`src/rtl/ctrl_serial2d_if.sv`:
```
// Operand handshake and datapath control bundle between a producer and ctrl_serial2d.
// master = producer side (drives operands, observes controls); slave = the sequencer.
interface ctrl_serial2d_if;
   logic [3:0] mode;
   logic       in_valid;
   logic       in_ready;
   logic [7:0] w_in;
   logic [7:0] a_in;
   logic       acc_clr;
   logic [7:0] w;
   logic [7:0] a;
   logic [2:0] w_sel;
   logic [2:0] a_sel;
   logic       sign_ctr;
   logic       shift_ctr;
   logic       rst_mult;
   logic       rst_acc;
   logic       acc_en;
   logic       busy;
   logic       mode_err;

   modport master (
      output mode, in_valid, w_in, a_in, acc_clr,
      input  in_ready, w, a, w_sel, a_sel, sign_ctr, shift_ctr,
             rst_mult, rst_acc, acc_en, busy, mode_err
   );

   modport slave (
      input  mode, in_valid, w_in, a_in, acc_clr,
      output in_ready, w, a, w_sel, a_sel, sign_ctr, shift_ctr,
             rst_mult, rst_acc, acc_en, busy, mode_err
   );
endinterface

```
`src/rtl/ctrl_serial2d.sv`:
```
// Bit-pair sequencer for the 2D bit-serial MAC: walks the anti-diagonal schedule, acc_en m*n+2 cycles after accept.
// Accepts a new pair only in IDLE or ACC with a legal mode; in_ready is low through LOAD and RUN.
module ctrl_serial2d #(
   parameter int HEADROOM = 4
) (
   input  logic            clk_fast,
   input  logic            rst,
   ctrl_serial2d_if.slave  bus
);

   // HEADROOM only sizes the datapath accumulator; nothing here depends on it.
   if (HEADROOM < 0) begin : g_headroom_negative
   end

   typedef enum logic [1:0] {S_IDLE, S_LOAD, S_RUN, S_ACC} state_t;

   state_t     r_state;
   logic [3:0] r_m, r_n;
   logic [3:0] r_i;
   logic [2:0] r_j;
   logic [7:0] r_w, r_a;
   logic [2:0] r_w_sel, r_a_sel;
   logic       r_sign_ctr, r_shift_ctr, r_rst_mult, r_rst_acc, r_acc_en;

   logic [3:0] w_m, w_n;
   logic       w_mode_err, w_in_ready, w_accept;
   logic [3:0] w_j4, w_jhi, w_nxt_i, w_nxt_jlo, w_nxt_j;
   logic [2:0] w_nxt_asel;
   logic       w_last, w_new_diag, w_nxt_sign;

   always_comb begin
      w_m        = 4'd8;
      w_n        = 4'd8;
      w_mode_err = 1'b0;
      case (bus.mode)
         4'b0000: begin w_m = 4'd8; w_n = 4'd8; end
         4'b0111: begin w_m = 4'd4; w_n = 4'd4; end
         4'b1111: begin w_m = 4'd2; w_n = 4'd2; end
         4'b0001: begin w_m = 4'd8; w_n = 4'd4; end
         4'b0011: begin w_m = 4'd8; w_n = 4'd2; end
         default: w_mode_err = 1'b1;
      endcase
   end

   assign w_in_ready = ((r_state == S_IDLE) || (r_state == S_ACC)) && !w_mode_err;
   assign w_accept   = bus.in_valid && w_in_ready;

   // Next step on the anti-diagonal: advance j until min(i, n-1), then start diagonal i+1 at max(0, i+1-m+1).
   always_comb begin
      w_j4       = {1'b0, r_j};
      w_jhi      = (r_i < (r_n - 4'd1)) ? r_i : (r_n - 4'd1);
      w_last     = (r_i == (r_m + r_n - 4'd2)) && (w_j4 == (r_n - 4'd1));
      w_new_diag = (w_j4 == w_jhi);
      w_nxt_i    = w_new_diag ? (r_i + 4'd1) : r_i;
      w_nxt_jlo  = (w_nxt_i >= r_m) ? (w_nxt_i - r_m + 4'd1) : 4'd0;
      w_nxt_j    = w_new_diag ? w_nxt_jlo : (w_j4 + 4'd1);
      w_nxt_asel = w_nxt_i[2:0] - w_nxt_j[2:0];
      w_nxt_sign = (w_nxt_j == (r_n - 4'd1));
   end

   always_ff @(posedge clk_fast) begin
      if (rst) begin
         r_state     <= S_IDLE;
         r_m         <= 4'd0;
         r_n         <= 4'd0;
         r_i         <= 4'd0;
         r_j         <= 3'd0;
         r_w         <= 8'd0;
         r_a         <= 8'd0;
         r_w_sel     <= 3'd0;
         r_a_sel     <= 3'd0;
         r_sign_ctr  <= 1'b0;
         r_shift_ctr <= 1'b0;
         r_rst_mult  <= 1'b0;
         r_rst_acc   <= 1'b0;
         r_acc_en    <= 1'b0;
      end else begin
         r_rst_acc   <= w_in_ready && bus.acc_clr;
         r_rst_mult  <= 1'b0;
         r_acc_en    <= 1'b0;
         r_w_sel     <= 3'd0;
         r_a_sel     <= 3'd0;
         r_sign_ctr  <= 1'b0;
         r_shift_ctr <= 1'b0;
         case (r_state)
            S_IDLE, S_ACC: begin
               if (w_accept) begin
                  r_state    <= S_LOAD;
                  r_m        <= w_m;
                  r_n        <= w_n;
                  r_w        <= bus.w_in;
                  r_a        <= bus.a_in;
                  r_rst_mult <= 1'b1;
               end else begin
                  r_state <= S_IDLE;
               end
            end
            S_LOAD: begin
               r_state <= S_RUN;
               r_i     <= 4'd0;
               r_j     <= 3'd0;
            end
            S_RUN: begin
               if (w_last) begin
                  r_state  <= S_ACC;
                  r_acc_en <= 1'b1;
               end else begin
                  r_i         <= w_nxt_i;
                  r_j         <= w_nxt_j[2:0];
                  r_w_sel     <= w_nxt_j[2:0];
                  r_a_sel     <= w_nxt_asel;
                  r_sign_ctr  <= w_nxt_sign;
                  r_shift_ctr <= w_new_diag;
               end
            end
            default: r_state <= S_IDLE;
         endcase
      end
   end

   assign bus.in_ready  = w_in_ready;
   assign bus.mode_err  = w_mode_err;
   assign bus.busy      = (r_state != S_IDLE);
   assign bus.w         = r_w;
   assign bus.a         = r_a;
   assign bus.w_sel     = r_w_sel;
   assign bus.a_sel     = r_a_sel;
   assign bus.sign_ctr  = r_sign_ctr;
   assign bus.shift_ctr = r_shift_ctr;
   assign bus.rst_mult  = r_rst_mult;
   assign bus.rst_acc   = r_rst_acc;
   assign bus.acc_en    = r_acc_en;

endmodule

```
`src/flat_wrapper.sv`:
```
// flat-port wrapper written by rule: the top's interface ports become plain ports
module ctrl_serial2d_flat 
#(
   parameter int HEADROOM = 4
)
  (clk_fast, rst, bus_mode, bus_in_valid, bus_w_in, bus_a_in, bus_acc_clr, bus_in_ready, bus_w, bus_a, bus_w_sel, bus_a_sel, bus_sign_ctr, bus_shift_ctr, bus_rst_mult, bus_rst_acc, bus_acc_en, bus_busy, bus_mode_err);
  ctrl_serial2d_if bus_i ();
  input  logic clk_fast;
  input  logic rst;
  input wire logic [$bits(bus_i.mode)-1:0] bus_mode;
  input wire logic [$bits(bus_i.in_valid)-1:0] bus_in_valid;
  input wire logic [$bits(bus_i.w_in)-1:0] bus_w_in;
  input wire logic [$bits(bus_i.a_in)-1:0] bus_a_in;
  input wire logic [$bits(bus_i.acc_clr)-1:0] bus_acc_clr;
  output wire logic [$bits(bus_i.in_ready)-1:0] bus_in_ready;
  output wire logic [$bits(bus_i.w)-1:0] bus_w;
  output wire logic [$bits(bus_i.a)-1:0] bus_a;
  output wire logic [$bits(bus_i.w_sel)-1:0] bus_w_sel;
  output wire logic [$bits(bus_i.a_sel)-1:0] bus_a_sel;
  output wire logic [$bits(bus_i.sign_ctr)-1:0] bus_sign_ctr;
  output wire logic [$bits(bus_i.shift_ctr)-1:0] bus_shift_ctr;
  output wire logic [$bits(bus_i.rst_mult)-1:0] bus_rst_mult;
  output wire logic [$bits(bus_i.rst_acc)-1:0] bus_rst_acc;
  output wire logic [$bits(bus_i.acc_en)-1:0] bus_acc_en;
  output wire logic [$bits(bus_i.busy)-1:0] bus_busy;
  output wire logic [$bits(bus_i.mode_err)-1:0] bus_mode_err;
  assign bus_i.mode = bus_mode;
  assign bus_i.in_valid = bus_in_valid;
  assign bus_i.w_in = bus_w_in;
  assign bus_i.a_in = bus_a_in;
  assign bus_i.acc_clr = bus_acc_clr;
  assign bus_in_ready = bus_i.in_ready;
  assign bus_w = bus_i.w;
  assign bus_a = bus_i.a;
  assign bus_w_sel = bus_i.w_sel;
  assign bus_a_sel = bus_i.a_sel;
  assign bus_sign_ctr = bus_i.sign_ctr;
  assign bus_shift_ctr = bus_i.shift_ctr;
  assign bus_rst_mult = bus_i.rst_mult;
  assign bus_rst_acc = bus_i.rst_acc;
  assign bus_acc_en = bus_i.acc_en;
  assign bus_busy = bus_i.busy;
  assign bus_mode_err = bus_i.mode_err;
  ctrl_serial2d #(.HEADROOM(HEADROOM)) u_core (.clk_fast(clk_fast), .rst(rst), .bus(bus_i));
endmodule
```
`config.mk`:
```
export PLATFORM = sky130hd
export DESIGN_NAME = ctrl_serial2d_flat
export DESIGN_NICKNAME = d
export VERILOG_FILES = /design/src/rtl/ctrl_serial2d_if.sv /design/src/rtl/ctrl_serial2d.sv /design/src/flat_wrapper.sv
export SDC_FILE = /design/constraint.sdc
export NUM_CORES = 1
export LEC_CHECK = 0
export CORE_ASPECT_RATIO = 1.4
export CORE_MARGIN = 4
export CORE_UTILIZATION = 50
export DETAILED_ROUTE_END_ITERATION = 10
export HOLD_SLACK_MARGIN = 0.05
export PLACE_DENSITY = 0.85
export SLEW_MARGIN = 20
export SYNTH_ARGS = -nofsm -noshare
export SYNTH_HDL_FRONTEND = slang
export SYNTH_SLANG_ARGS = --single-unit
```
`constraint.sdc`:
```
create_clock -name clk_fast -period 6.6 [get_ports clk_fast]
set_input_delay 1.32 -clock clk_fast [delete_from_list [all_inputs] [get_ports clk_fast]]
set_output_delay 1.32 -clock clk_fast [all_outputs]
set_load 0.005 [all_outputs]
```
Yosys cells after proc, flatten, opt, wreduce, memory -nomap -nowiden --
Index checks and enable logic that the tools add are counted.
Storage, ports and cells: flip-flop bits (word level) 44, bits in latches 0, bits in writable memories 0, memory bits (read-only) 0, input bits 24, output and inout port bits 30, word-level logic and storage cells 73, memories kept 0
Cells by class: add/sub/neg operators 8, multipliers 0, div/mod/pow operators 0, $lt $le $gt $ge 2, eq/ne operators 13, shift-type cells 0, muxes and demuxes 16, bitwise gates (word level) 2, reductions and logical operators 18
Operators with widths (count):
- 4-bit case mux with 2 select lines | 3
- 4-bit 2-to-1 mux | 5
- 2-bit OR reduction | 5
- 4-bit by 1-bit adder with 4-bit output, second input constant | 2
- 3-bit by 4-bit equality test with 1-bit output | 2
- 4-bit equality test | 2
- 2-bit case mux with 3 select lines | 1
- 3-bit case mux with 2 select lines | 1
- 5-bit OR reduction | 1
- 3-bit by 1-bit adder with 4-bit output, second input constant | 1
- 4-bit adder | 1
- 2-bit equality test, second input constant | 2
- 4-bit by 1-bit equality test with 1-bit output, second input constant | 1
- 4-bit by 2-bit equality test with 1-bit output, second input constant | 1
- 4-bit by 3-bit equality test with 1-bit output, second input constant | 1
- 4-bit equality test, second input constant | 1
- 4-bit >= comparator | 1
- 1-bit logical AND | 4
- 4-bit logical NOT | 1
- 4-bit < comparator | 1
- 1-bit 2-to-1 mux | 4
- 2-bit AND reduction | 2
- 2-bit nonzero test | 2
- 4-bit by 1-bit subtractor with 4-bit output, second input constant | 1
- other kinds (12) | 13

Longest topological paths before layout --
Gate-level depths: netlist (run 1).
word-level depth 11, depth in mapped cells 21, gate-level depth less buffers 20

Worst setup path after synthesis (run 1) --
Ideal clock, no wire load.
path kind register -> register, from register u_core.r_n[1], to register u_core.r_a_sel[2] (netlist: u_core.bus.a_sel[2]), library setup time 0.072 ns, arrival 4.695 ns, data required time 6.528 ns, setup slack 1.834 ns, stages on the path, launching flop included 21, path buffers 1, clock period less this slack 4.766 ns, cell sequence dfxtp_1 > inv_1 > ha_1 > ha_1 > a21o_1 > o21a_1 > o32ai_1 > o21ai_1 > nand2_4 > clkbuf_1 > mux2i_1 > ha_1 > ha_1 > nand2b_1 > a31oi_1 > nor2b_1 > mux2i_1 > xnor2_1 > ha_1 > or3_1 > mux2i_1
Between the ends: word-level cells in the longest chain between the ends 10, elaborated cells on any way between the ends 17, classes of those cells 6 x add/sub; 2 x order compare; 3 x eq/ne; 4 x mux; 2 x reduce/logical
Ends and longest elaborated chain:
- start: declaration | RTL line ctrl_serial2d.sv:18 | logic [3:0] r_m, r_n;
- start signal: assignment | RTL line ctrl_serial2d.sv:90 | r_n <= w_n;
- 4-bit by 1-bit subtractor with 4-bit output | RTL line ctrl_serial2d.sv:51, ctrl_serial2d.sv:52
- 4-bit < comparator | RTL line ctrl_serial2d.sv:51 | w_jhi = (r_i < (r_n - 4'd1)) ? r_i : (r_n - 4'd1);
- 4-bit 2-to-1 mux | RTL line ctrl_serial2d.sv:51
- 3-bit by 4-bit equality test with 1-bit output | RTL line ctrl_serial2d.sv:53 | w_new_diag = (w_j4 == w_jhi);
- 4-bit 2-to-1 mux | RTL line ctrl_serial2d.sv:54 | w_nxt_i = w_new_diag ? (r_i + 4'd1) : r_i;
- 4-bit subtractor | RTL line ctrl_serial2d.sv:55 | w_nxt_jlo = (w_nxt_i >= r_m) ? (w_nxt_i - r_m + 4'd1) : 4'd0;
- 4-bit by 1-bit adder with 4-bit output | RTL line ctrl_serial2d.sv:55
- 4-bit 2-to-1 mux | RTL line ctrl_serial2d.sv:55
- 4-bit 2-to-1 mux | RTL line ctrl_serial2d.sv:56 | w_nxt_j = w_new_diag ? w_nxt_jlo : (w_j4 + 4'd1);
- 3-bit subtractor | RTL line ctrl_serial2d.sv:57 | w_nxt_asel = w_nxt_i[2:0] - w_nxt_j[2:0];
- end signal: assignment | RTL line ctrl_serial2d.sv:111 | r_a_sel <= w_nxt_asel;
- end: declaration | RTL line ctrl_serial2d.sv:22 | logic [2:0] r_w_sel, r_a_sel;
Several ways; a longest one is shown, not always the timed one. A chain may end at the register's enable or synchronous reset.

Worst setup path after layout (run 1) --
Ends and elaborated chain as after synthesis.

==> results of run 1 <==
-- Yosys cell counts (2+ instances only) --
library cell  instances
nand2_1              48
dfxtp_1              42
a21oi_1              25
inv_1                24
nor2_1               21
ha_1                 18
clkbuf_1             14
xnor2_1              13
mux2i_1               9
xor2_1                9
o21ai_0               7
nand3_1               6
nor3_1                6
a31oi_1               5
nand2b_1              5
nand4_1               3
or3_1                 3
a211oi_1              2
a21o_1                2
and2_1                2
and3_1                2
buf_2                 2
fa_1                  2
nor4_1                2
nor4b_1               2
o21ai_1               2
-- logic make-up after synthesis --
kind of cell,after synthesis
compound gates,51
xor+xnor,23
fa+ha+maj,21
buf+inv,40
flops,42
mux,9
simple gates,105
-- power by group through the flow --
stage	Sequential (W)	Combinational, W	Clock (W)
CTS	0.000286	0.000266	0.000172
detailed placement	0.000292	0.000264	0
floorplan	0.000287	0.000182	0
global placement	0.000291	0.000253	0
global route	0.000289	0.000296	0.000183
finish	0.000287	0.000264	0.000168
-- cell type report --
class	count	share of cell area, %
clock buffers	6	2.42
clock inverters	2	0.459
inverters	24	3.01
multi-input cells	209	45.5
flip-flops and latches	42	28.1
well taps	62	2.59
repair buffers	54	18.0
-- per-layer routing --
metal / part of all wire (%) / routed length [microns]
met5: 0 / 0
met4: 3.8 / 212
met3: 6.5 / 362
met2: 53 / 2950
met1: 37 / 2050
-- tightest hold or removal path, stage by stage (launching register included) --
cell and delay, ps:
dfxtp_1 320, nand2_1 50, a21oi_1 50
-- flip-flops by register name, summed over array words and instances (netlist names), 2 cells and up --
name / flops
u_core.bus.w_sel: 3
u_core.bus.a_sel: 3
u_core.r_j: 3
u_core.r_m: 3
u_core.bus.a: 8
u_core.bus.w: 8
u_core.r_i: 4
u_core.r_state: 2
u_core.r_n: 3
-- metrics by stage --
stage / instances / instance area [sq um] / power [W] / utilization (%)
after detailed placement: 391 / 2910 / 0.000557 / 64.2
after floorplan: 291 / 2360 / 0.000469 / -
after CTS: 399 / 3000 / 0.000724 / 66.1
after global placement: 391 / 2910 / 0.000544 / 64.2
final: 399 / 3000 / 0.000719 / 66.1
after global routing: 399 / 3000 / 0.000768 / 66.1
-- path summary, 6_finish.rpt --
path / from / to
worst min register to register: u_core.bus.w[6] / u_core.bus.w[6]
worst min-delay path: u_core.bus.w[6] / u_core.bus.w[6]
worst max-delay path: u_core.r_n[1] / u_core.bus.a_sel[2]
worst max register to register: u_core.r_n[1] / u_core.bus.a_sel[2]
==> impl_metrics.toml, run 1 <==
[timing]
finalClockSkew_ps = 8.86
clock.fmax_mhz = 188
rsz0062_at_grt = "no"
timing_hold_violations_final = 0
timing.hold.ws_ps = 457
tns_ps = 0
maxSlewViolCount = 0
layout_setup_ws_ps = 1290
setup_violations = 0
tightest_slew_ps = 822
relSlewSlack_pct = 45.1
min_period_ps = 5310
min_period_over_period_pct = 80.5

[clocking]
cts_hold_buf = 0
cts_made_buffers = 5
cts-resized-gates = 0
cts_tree = "yes"
clk_latency_ps = 300
post_cts_buffers = 0
cts_buffer_depth = 2
cts_root_buf = "clkbuf_8"
clock_sinks = 42
htreeDepth = 2
clk_pin_slew_worst_paths_ps = 90

[power]
netSwitchingFraction_pct = 34.9
power_frac_comb_pct = 36.7
ir_drop_mv = 0.165
power.density_nw_per_um2 = 240
power_switching_w = 0.000251
p_leak_nw = 1.17
p_clk_share_pct = 23.4
p_int_w = 0.000468
pwr-share-seq_pct = 39.9

[detailed_routing]
drt_pre_antenna_iters = 5
drtIter0Drc = 144
wl_per_cell_microns = 14.0
vias = 2137
viasPerCell = 5.36
postRouteAntennaNets = 0
drc = 0
wirelength_microns = 5580

[final_layout]
register_area_sq_um = 841
nFillCells = 379
drive_gt1_share_pct = 3.56
multi_input_area_sq_um = 1360
final_common_cell = "clkdlybuf4s50_1"
area_delta_synth_final_pct = 27.1
layout_common_cells = "clkdlybuf4s50_1 (53), nand2_1 (48), dfxtp_1 (42), a21oi_1 (25), inv_1 (24)"
finalNetCount = 380
diodes = 0

[global_route]
grt_pass1_wl_microns = 9430
grt_max_degree = 34
grt_usage_pct = 20.6
grt_use_met1_pct = 20.9
busiest_layer = "met2"
use_met3_pct = 5.79
overflow = 0
antenna_found_initial = 0
use_met2_pct = 37.6
grt_pass1_vias = 2107

[floorplan]
rows = 29
start_util_pct = 52.0
design.die.area_sq_um = 5890
core_sq_um = 4540
io-pin-count = 54
die_h_microns = 89.2
fp.dieW_microns = 66.0

[setup_path]
path_max_fanout = 16
crit_chain = "inv_1 > ha_1 > ha_1 > a21o_1 > o21a_1 > a222oi_1 > o2111a_2 > nand2_4 > or3_4 > xnor2_1 > fa_1 > a31oi_1 > nor2b_1 > mux2i_1 > xnor2_1 > ha_1 > or3_1 > mux2i_1"
path_depth = 18
critPathSlowestCell = "fa_1"
slowest_delay_ps = 440
cp_num_buf_inv = 1
endpoint_kind = "flip-flop"
crit_type = "reg2reg"
cpLargestDelayFamily = "compound AO/OA/AOI/OAI gates"
r2r_slack_ps = 1290
arrival_ps = 5550
cpMostUsedCell = "ha_1"
startpoint_type = "flip-flop"
required_ps = 6840
worstRegToRegCells = 18

[synth]
synthDistinctLibCells = 41
synth_seq_cells = 42
ys_warn_count = 0
postSynth.asyncResetShare_pct = 0
synth_area_sq_um = 2360
ys_seq_area_share_pct = 35.7
synth_xor_area_share_pct = 8.86
synth-simple-area-share_pct = 20.6
synth_edf_count = 0
synth_fa_ha_area_share_pct = 11.7
synth_top_family_by_area = "simple AND/OR/NAND/NOR gates"
yosys_most_used_dff = "dfxtp_1"
synthTopCellsByArea = "dfxtp_1 (36%), ha_1 (9.6%), nand2_1 (7.6%)"
synth-compound-area-share_pct = 12.8
yosys.area.top_type = "dfxtp_1"
synth_top_area_share_pct = 35.7
synth.area.mux_share_pct = 3.82
syn_inst = 291
syn_nets = 335
avgSynthCellArea_sq_um = 8.10

[placement]
io_buffers = 53
dpl.hpwl_microns = 4260
dp_slack_ps = 1370
gp_congestion = 0.911

[min_path]
min_path_type = "reg2reg"
hold_path_depth = 2

[status]
status = "completed"

[job]
drv_cap = 0
Power figures use the tool's default switching activity.
==> inputs of run 2 (changes only) <==
==> constraint.sdc (replaced) <==
create_clock -name clk_fast -period 5.4 [get_ports clk_fast]
set_input_delay 1.08 -clock clk_fast [delete_from_list [all_inputs] [get_ports clk_fast]]
set_output_delay 1.08 -clock clk_fast [all_outputs]
set_load 0.005 [all_outputs]
==> impl_metrics.toml, run 2 (synthesis results as in run 1) <==
[min_path]
min_path_type = "reg2reg"

[global_route]
grt_pass1_vias = 2129
overflow = 0
antenna_found_initial = 0
grt_max_degree = 34
grt_usage_pct = 21.4
grt_pass1_wl_microns = 9710

[detailed_routing]
drt_pre_antenna_iters = 4
postRouteAntennaNets = 0
drc = 0
wl_per_cell_microns = 14.7
drtIter0Drc = 193
viasPerCell = 5.52
vias = 2219
wirelength_microns = 5920

[setup_path]
required_ps = 5640
slowest_delay_ps = 500
critPathSlowestCell = "fa_1"
cpMostUsedCell = "ha_1"
r2r_slack_ps = 250
worstRegToRegCells = 18
endpoint = "u_core.bus.a_sel[2]"
crit_chain = "inv_1 > ha_1 > ha_1 > a21o_1 > o21a_1 > a222oi_1 > o2111a_2 > nand2_4 > or3_4 > xnor2_1 > fa_1 > a31oi_4 > nor2b_1 > mux2i_2 > xnor2_1 > ha_1 > or3_1 > mux2i_1"
path_max_fanout = 16
r2r_end = "u_core.bus.a_sel[2]"
startpoint_type = "flip-flop"
endpoint_kind = "flip-flop"
crit_path_start = "u_core.r_n[1]"
crit_type = "reg2reg"
arrival_ps = 5390
crit-reg2reg-launch = "u_core.r_n[1]"

[timing]
min_period_ps = 5150
maxSlewViolCount = 0
tightest_slew_ps = 792
min_period_over_period_pct = 95.4
finalClockSkew_ps = 6.86
relSlewSlack_pct = 47.1
setup_violations = 0
timing_hold_violations_final = 0
clock.fmax_mhz = 194

[final_layout]
final_cells = 402
nFillCells = 369
diodes = 0
final_common_cell = "clkdlybuf4s50_1"
layout_common_cells = "clkdlybuf4s50_1 (53), nand2_1 (48), dfxtp_1 (41), a21oi_1 (25), inv_1 (24)"
finalNetCount = 383
drive_gt1_share_pct = 5.59
finalInstanceArea_sq_um = 3050
area_delta_synth_final_pct = 29.5

[placement]
io_buffers = 53
dpl.cell_count = 392
dpl.hpwl_microns = 4230
gp_congestion = 0.913
placed_area_sq_um = 2920

[clocking]
htreeDepth = 2
cts_hold_buf = 0
cts_root_buf = "clkbuf_8"
cts_tree = "yes"
clk_latency_ps = 300
cts_buffer_depth = 2
clk_pin_slew_worst_paths_ps = 90
clock_sinks = 42
cts_made_buffers = 5

[power]
total_power_w = 0.000919
p_leak_nw = 1.19
power.density_nw_per_um2 = 301
ir_drop_mv = 0.229

[status]
status = "completed"

[floorplan]
start_util_pct = 52.0
design.die.area_sq_um = 5890
rows = 29
fp.dieW_microns = 66.0
core_sq_um = 4540
die_h_microns = 89.2
io-pin-count = 54

[job]
drv_cap = 0
## run 2: final cells by class
| type | instances | area, sq um | area share, % |
|---|---|---|---|
| multi-input combinational | 209 | 1380 | 45.3 |
| sequential | 42 | 842 | 27.6 |
| timing repair buffer | 57 | 561 | 18.4 |
| inverter | 24 | 90.1 | 2.95 |
| clock buffer | 6 | 82.6 | 2.71 |
| tap | 62 | 77.6 | 2.54 |
| clock inverter | 2 | 16.3 | 0.533 |
## run 2: worst max-delay path: cells and delay by family, from the launching register on
kind / cells / cell delay [ps]
AND/OR/NAND/NOR: 4 / 1080
XOR/XNOR: 2 / 300
adder cells (fa/ha/maj): 4 / 1440
AO/OA/AOI/OAI: 5 / 1380
multiplexers: 2 / 390
flip-flops: 1 / 380
buffers and inverters: 1 / 120
## run 2: worst min path at each step
stage          cells after the start  slack [ps]            start         endpoint
3_3_place_gp                       2         440  u_core.bus.w[6]  u_core.bus.w[6]
4_1_cts                            2         460  u_core.bus.a[4]  u_core.bus.a[4]
2_1_floorplan                      2         430    u_core.r_n[2]    u_core.r_n[2]
5_1_grt                            2         480  u_core.bus.a[4]  u_core.bus.a[4]
6_report                           2         460  u_core.bus.w[6]  u_core.bus.w[6]
3_5_place_dp                       2         450  u_core.bus.a[2]  u_core.bus.a[2]
## run 2: routing by layer
metal	wire [microns]	up-vias	global-route usage, %
li1	-	1064	-
met1	2160	1034	22.2
met2	3110	104	38.0
met3	484	17	6.79
met4	163	0	11.6
met5	0	-	0
## run 2: metrics by stage
step / util [%] / worst slack, ps / hold slack [ps] / setup TNS (ps)
2_1_floorplan: - / 634 / 432 / 0
3_3_place_gp: 64.3 / 447 / 442 / 0
3_5_place_dp: 64.3 / 174 / 448 / 0
4_1_cts: 66.5 / 23.7 / 460 / 0
5_1_grt: 67.3 / -2.81 / 476 / -2.81
6_report: 67.3 / 248 / 456 / 0
## run 2: power by group
part | switching (W) | internal [W] | leakage [nW]
clock | 0.000121 | 0.000105 | 0.0478
combinational | 0.000179 | 0.000162 | 0.803
sequential | 0.0000193 | 0.000331 | 0.341
total | 0.000320 | 0.000599 | 1.19
## run 2: what timing repair did
action / 4_1_cts / 5_1_grt
resized for setup: 0 / 4
endpoints found under the setup margin: 0 / 2
buffers inserted: 0 / 2
==> inputs of run 3 (changes only) <==
--- a/config.mk
+++ b/config.mk
@@ -11,7 +11,7 @@
 export DETAILED_ROUTE_END_ITERATION = 10
 export HOLD_SLACK_MARGIN = 0.05
 export PLACE_DENSITY = 0.85
-export SLEW_MARGIN = 20
+export SLEW_MARGIN = 15
 export SYNTH_ARGS = -nofsm -noshare
 export SYNTH_HDL_FRONTEND = slang
 export SYNTH_SLANG_ARGS = --single-unit
==> results of run 3 <==
Final layout, timing and power as in run 2 (identical DEF).
